File: src/rtl/avst2axis_empty2keep.sv
// Avalon-ST to AXI-Stream bridge: converts empty to tkeep and flags packet framing violations.
// Latency 1 cycle through a 2-entry skid buffer; avst_ready is registered and drops only while the skid entry is full.
// Optional macro AVST2AXIS_PROTO_CNT_EN builds a saturating violation counter on proto_err_cnt.
module avst2axis_empty2keep #(
    parameter int DATA_W      = 512,
    parameter int NO_OF_BYTES = DATA_W / 8,
    parameter int EMPTY_BITS  = $clog2(NO_OF_BYTES)
) (
    input  logic                   clk,
    input  logic                   rst_n,
    input  logic                   avst_valid,
    output logic                   avst_ready,
    input  logic [DATA_W-1:0]      avst_data,
    input  logic                   avst_sop,
    input  logic                   avst_eop,
    input  logic [EMPTY_BITS-1:0]  avst_empty,
    input  logic                   avst_error,
    output logic                   axis_tvalid,
    input  logic                   axis_tready,
    output logic [DATA_W-1:0]      axis_tdata,
    output logic [NO_OF_BYTES-1:0] axis_tkeep,
    output logic                   axis_tlast,
    output logic                   axis_tuser,
    output logic [15:0]            proto_err_cnt
);

    typedef enum logic {
        ST_IDLE   = 1'b0,
        ST_IN_PKT = 1'b1
    } state_t;

    typedef struct packed {
        logic [DATA_W-1:0]      dat;
        logic [NO_OF_BYTES-1:0] keep;
        logic                   last;
        logic                   user;
    } beat_t;

    state_t r_state;
    beat_t  r_out;
    beat_t  r_skid;
    logic   r_out_vld;
    logic   r_skid_vld;
    logic   r_ready;
    logic   r_flag;

    beat_t  w_in;
    logic   w_acc;
    logic   w_xfer;
    logic   w_viol;
    logic   w_out_vld_nxt;
    logic   w_skid_vld_nxt;
    logic   w_sel_skid;
    logic   w_ld_in_out;
    logic   w_ld_skid;

    assign w_acc  = avst_valid && r_ready;
    assign w_xfer = r_out_vld && axis_tready;

    always_comb begin
        w_viol = w_acc && (((r_state == ST_IDLE) && !avst_sop) ||
                           ((r_state == ST_IN_PKT) && avst_sop));
        w_in      = '0;
        w_in.dat  = avst_data;
        w_in.last = avst_eop;
        for (int i = 0; i < NO_OF_BYTES; i++) begin
            w_in.keep[i] = !avst_eop || (i < (NO_OF_BYTES - int'(avst_empty)));
        end
        // Error status only travels on the closing beat of a packet.
        w_in.user = avst_eop && (avst_error || r_flag || w_viol);
    end

    // The skid entry is only ever full while r_ready is low, so no accept can coincide with a skid drain.
    always_comb begin
        w_out_vld_nxt  = r_out_vld;
        w_skid_vld_nxt = r_skid_vld;
        w_sel_skid     = 1'b0;
        w_ld_in_out    = 1'b0;
        w_ld_skid      = 1'b0;
        if (!r_out_vld || w_xfer) begin
            if (r_skid_vld) begin
                w_out_vld_nxt  = 1'b1;
                w_skid_vld_nxt = 1'b0;
                w_sel_skid     = 1'b1;
            end else begin
                w_out_vld_nxt  = w_acc;
                w_ld_in_out    = w_acc;
            end
        end else if (w_acc) begin
            w_skid_vld_nxt = 1'b1;
            w_ld_skid      = 1'b1;
        end
    end

    always_ff @(posedge clk or negedge rst_n) begin
        if (!rst_n) begin
            r_out_vld  <= 1'b0;
            r_skid_vld <= 1'b0;
            r_ready    <= 1'b0;
        end else begin
            r_out_vld  <= w_out_vld_nxt;
            r_skid_vld <= w_skid_vld_nxt;
            r_ready    <= !w_skid_vld_nxt;
        end
    end

    always_ff @(posedge clk) begin
        if (w_sel_skid) begin
            r_out <= r_skid;
        end else if (w_ld_in_out) begin
            r_out <= w_in;
        end
        if (w_ld_skid) begin
            r_skid <= w_in;
        end
    end

    // Framing tracker follows the beat's own flags even when they are illegal.
    always_ff @(posedge clk or negedge rst_n) begin
        if (!rst_n) begin
            r_state <= ST_IDLE;
            r_flag  <= 1'b0;
        end else if (w_acc) begin
            if (avst_eop) begin
                r_state <= ST_IDLE;
            end else if (avst_sop) begin
                r_state <= ST_IN_PKT;
            end
            r_flag <= !avst_eop && (r_flag || w_viol);
        end
    end

`ifdef AVST2AXIS_PROTO_CNT_EN
    logic [15:0] r_err_cnt;

    always_ff @(posedge clk or negedge rst_n) begin
        if (!rst_n) begin
            r_err_cnt <= 16'h0000;
        end else if (w_viol && (r_err_cnt != 16'hFFFF)) begin
            r_err_cnt <= r_err_cnt + 16'h0001;
        end
    end

    assign proto_err_cnt = r_err_cnt;
`else
    assign proto_err_cnt = 16'h0000;
`endif

    assign avst_ready  = r_ready;
    assign axis_tvalid = r_out_vld;
    assign axis_tdata  = r_out.dat;
    assign axis_tkeep  = r_out.keep;
    assign axis_tlast  = r_out.last;
    assign axis_tuser  = r_out.user;

endmodule

File: config.mk
export PLATFORM = sky130hd
export DESIGN_NAME = avst2axis_empty2keep
export DESIGN_NICKNAME = d
export VERILOG_FILES = /design/src/rtl/avst2axis_empty2keep.sv
export SDC_FILE = /design/constraint.sdc
export NUM_CORES = 1
export LEC_CHECK = 0
export ABC_AREA = 1
export CORE_AREA = 2 2 435 437
export CTS_CLUSTER_DIAMETER = 30
export DETAILED_ROUTE_END_ITERATION = 10
export DIE_AREA = 0 0 437 439
export PLACE_DENSITY = 0.41
export SLEW_MARGIN = 10
export SYNTH_ARGS = -nofsm -noshare
export SYNTH_HDL_FRONTEND = slang
export SYNTH_SLANG_ARGS = --single-unit
File: constraint.sdc
create_clock -name clk -period 74.8 [get_ports clk]
set_input_delay 11.22 -clock clk [delete_from_list [all_inputs] [get_ports clk]]
set_output_delay 11.22 -clock clk [all_outputs]
set_load 0.02 [all_outputs]
# Word level (Yosys, flattened, before mapping)
# Cells that the tools add are included.
# classes
addsub	1
n_lt_le_gt_ge	64
mux	13
n_bitwise	1
n_reduce_logical	83
# ops
operator	n
two-way mux 578 bit	2
less-than comparator 7 x 8 -> 1 bit, first input constant	32
less-than comparator 6 x 8 -> 1 bit, first input constant	16
logical OR 1 bit	69
less-than comparator 5 x 8 -> 1 bit, first input constant	8
less-than comparator 4 x 8 -> 1 bit, first input constant	4
less-than comparator 3 x 8 -> 1 bit, first input constant	2
two-way mux 1 bit	11
less-than comparator 1 x 8 -> 1 bit, first input constant	1
less-than comparator 2 x 8 -> 1 bit, first input constant	1
subtractor 7 x 6 -> 8 bit, first input constant	1
logical AND 1 bit	7
zero test 1 bit	4
nonzero test 2 bit	2
AND reduction 2 bit	1
inverter 1 bit	1
# totals
regBits	1161
input_bits	525

# Logic depth before layout (Yosys ltp)
# depth
depth_word	8
depth_mapped	11
depth_no_buf	10

# Least setup slack after synthesis
# OpenSTA, ideal clock, no wires.
# synth_timing
path_kind	input to register
start	in axis_tready
end	reg r_skid[0] in the netlist's numbering (enable)
setup_ps	1532
t_arrival_ps	35361
setup_slack_ps	37908
cell_stages	3
path_buffers	0
cell_sequence	nor2_1 -> inv_1 -> nor2_1
# synth_via
elab_chain_len	3
# synth_lines
element	line	source
from (decl)	19	input logic axis_tready,
logical AND 1 bit	58	assign w_xfer = r_out_vld && axis_tready;
logical OR 1 bit	80	if (!r_out_vld || w_xfer) begin
two-way mux 1 bit	80	
named net w_ld_skid	55	logic w_ld_skid;
to (signal assigned)	114	r_skid <= w_in;
to (decl)	41	beat_t r_skid;
# The timed path passes the listed nets, and every way through them passes these cells.
# A chain may end at the register's enable or synchronous reset.

# Final worst setup path
# layout_timing
start	in axis_tready
end	reg r_skid[282] in the netlist's numbering (enable)
# Same word-level chain as after synthesis.

==> impl_metrics.json <==
{
  "clock_tree.root_cell": "clkbuf_16",
  "dr.pass1.iters": 5,
  "die_h_um": 439,
  "synth_seq_cells": 1161,
  "grt-ovfl-total": 0,
  "cts_tree": "done",
  "hold_ws_ns": 0.466,
  "start_util_pct": 23.1,
  "row_count": 159,
  "setup_viol": 0,
  "grt_usage_pct": 16.2,
  "max_freq_mhz": 67.4,
  "hold_viol_final": 0,
  "cts_post_setup_buffers_inserted": 0,
  "crit_arrival_ns": 15.32,
  "crit_path_end_kind": "flop",
  "grt_max_degree": 200,
  "synth_area_per_cell_um2": 13.4,
  "drc": 0,
  "slew_headroom_pct": 22.3,
  "cp_max_fo": 151,
  "leakage_uw": 0.0260,
  "hold_depth": 2,
  "vias": 29300,
  "antenna_found_initial": 54,
  "peakVddDrop_mv": 0.0233,
  "coreArea_um2": 187000,
  "die-area_um2": 192000,
  "gp_congestion": 0.820,
  "grt_first_pass_wirelength_um": 224000,
  "clock_latency_ns": 0.91,
  "hp-start": "r_skid[218]$_DFFE_PP_",
  "p_total_uw": 2480,
  "switching_share_pct": 24.5,
  "clk_pin_slew_ns": 0.04,
  "synthesis.instances": 3224,
  "yosys-top-cells-area": "edfxtp_1 81%, nand2_1 15%, buf_2 0.80%",
  "crit_type": "input pin to flop",
  "area_delta_synth_final_pct": 57.5,
  "dpl.hpwl_um": 108000,
  "numCtsBuffers": 352,
  "slew_viol_final": 0,
  "seq_power_share_pct": 33.0,
  "drt_wl_total_um": 161000,
  "r2r_slack_ns": 70.33,
  "port_buffers": 1104,
  "finalClockSkew_ns": 0.0577,
  "fin_crit_sh_pct": 19.8,
  "r2r_end": "r_skid[282]$_DFFE_PP_",
  "wl_per_cell_um": 21.9,
  "power.density_nw_per_um2": 36.5,
  "rsz0062_at_grt": "no",
  "setup_tns_ns": 0,
  "pwr-share-comb_pct": 11.6,
  "fillers": 18200,
  "final_nets": 5097,
  "antenna_left": 0,
  "synth_cell_types": 32,
  "netlist_area_um2": 43100,
  "fin_crit_ns": 14.84,
  "hold_class": "flop to flop",
  "maxCapViolCount": 0,
  "reg2reg_from": "axis_tvalid$_DFFE_PN0N_",
  "cts_max_level": 5,
  "fp.dieW_um": 437,
  "synth_edf_count": 1156,
  "post_route_cells_drive_above_1_share_pct": 11.3,
  "postCtsHoldBufs": 0,
  "ctsResizeCount": 0,
  "worstRegToRegCells": 7,
  "fin_util_pct": 36.3,
  "cp.required_ns": 75.28,
  "yosys.area.top_type": "edfxtp_1",
  "ys_warn_count": 0,
  "hold_path_end": "axis_tdata[152]$_DFFE_PP_",
  "yosysTopAreaCellShare_pct": 80.5,
  "status": "complete, no violations",
  "cp-start-kind": "input pin",
  "clkSinkCount": 1161,
  "ios": 1121,
  "p_sw_uw": 606,
  "grt_pass1_vias": 29700,
  "drtIter0Drc": 1734,
  "worst_pin_slew_ns": 1.17,
  "async_reset_ff_share_pct": 0.431,
  "ys_seq_area_share_pct": 80.8,
  "ys.flop_type": "edfxtp_1",
  "internal-power_uw": 1870,
  "viasPerCell": 3.99,
  "power_frac_clock_pct": 55.4,
  "cts_buffer_depth": 4
}
[cell families (layout without fill, tap and decap cells)]
logic type      Yosys count  count (layout)  share of synthesized area [%]
fa+ha+maj                 3               3                         0.0871
buf+inv                 189            1782                           2.05
simple gates           1804            1804                           16.1
flops                  1161            1161                           80.8
compound gates           66              66                          0.885
other cells               1              29                        0.00870
[cells in the mapped netlist, types with 2 or more instances]
master,n
o21ai_1,7
nand3_1,45
ha_1,3
a22oi_1,2
edfxtp_1,1156
buf_2,69
nand3_2,2
nand4_1,5
nand2_1,1687
nand2_4,4
buf_4,19
a31oi_1,19
dfrtp_1,5
nor2_2,4
o21ai_2,6
clkbuf_1,60
inv_1,29
nor2_1,47
buf_1,6
nand2_2,5
a21oi_1,26
o21ai_0,6
buf_6,2
inv_2,2
[layer usage]
metal | wire length [um] | vias up | global-route usage (%)
li1 | - | 13900 | -
met1 | 59500 | 14000 | 17.6
met2 | 83800 | 1073 | 28.4
met3 | 12600 | 344 | 6.30
met4 | 4590 | 18 | 6.03
met5 | 120 | - | 0
[state kept, by name, summed over array words and instances, names as in the netlist]
name and count:
r_state 1, avst_ready 1, axis_tuser 1, axis_tkeep 64, axis_tvalid 1, r_skid 578
axis_tlast 1, r_flag 1, axis_tdata 512, r_skid_vld 1
[placed cells by master (no fill, tap or decap), types with 6 or more instances in the layout]
master           netlist  layout
bufinv_16              0      32
clkdlybuf4s50_1        0    1104
clkinv_2               0      69
clkinvlp_4             0      18
o21ai_2                6       6
inv_1                 29      28
nand3_1               45      45
buf_4                 19      22
o21ai_1                7       7
diode_2                0      13
a21oi_1               26      26
nor2_1                47      45
clkbuf_1              60      66
clkinv_1               1      65
o21ai_0                6       6
conb_1                 1      16
buf_12                 0       6
clkbuf_16              0     355
nand2_1             1687    1687
a31oi_1               19      19
edfxtp_1            1156    1156
[final cells by class]
type / instances / area [um^2] / area share [%]
clock inverters: 196 / 1830 / 2.70
flip-flops and latches: 1161 / 34800 / 51.3
inverters: 33 / 141 / 0.208
multi-input cells: 1889 / 7450 / 11.0
repair buffers: 1132 / 11300 / 16.7
diodes: 13 / 32.5 / 0.0479
clock buffers: 421 / 9130 / 13.5
well taps: 2495 / 3120 / 4.60
[stage by stage]
stage	instances	area [um^2]	setup slack (ns)
after detailed placement	6710	56900	58.99
after CTS	7327	67900	59.98
after global routing	7339	67900	59.67
after global placement	6710	56900	58.91
final	7340	67900	59.96
after floorplan	3239	43200	37.91
[critical path, stage by stage]
cell and delay [ns]:
clkdlybuf4s50_1 0.41, nor2_1 0.26, inv_1 0.15, nor2_4 0.77, buf_4 0.72, buf_4 0.83
buf_12 0.65
[how the worst max path moves through the flow]
stage | startpoint | endpoint | slack [ns] | cells past startpoint
after global placement | axis_tready | r_skid[242]$_DFFE_PP_ | 58.91 | 7
after detailed placement | axis_tready | r_skid[242]$_DFFE_PP_ | 58.99 | 7
final | axis_tready | r_skid[282]$_DFFE_PP_ | 59.96 | 7
after CTS | axis_tready | r_skid[455]$_DFFE_PP_ | 59.98 | 7
after global routing | axis_tready | r_skid[153]$_DFFE_PP_ | 59.67 | 7
after floorplan | axis_tready | r_skid[0]$_DFFE_PP_ | 37.91 | 3
[power groups by stage]
stage | registers (uW) | logic (uW) | clock network [uW]
finish | 817 | 287 | 1370
floorplan | 922 | 71.4 | 0
global route | 823 | 308 | 1440
CTS | 818 | 296 | 1400
detailed placement | 827 | 294 | 0
global placement | 827 | 296 | 0
No activity file was read; power rests on OpenSTA's default activity.
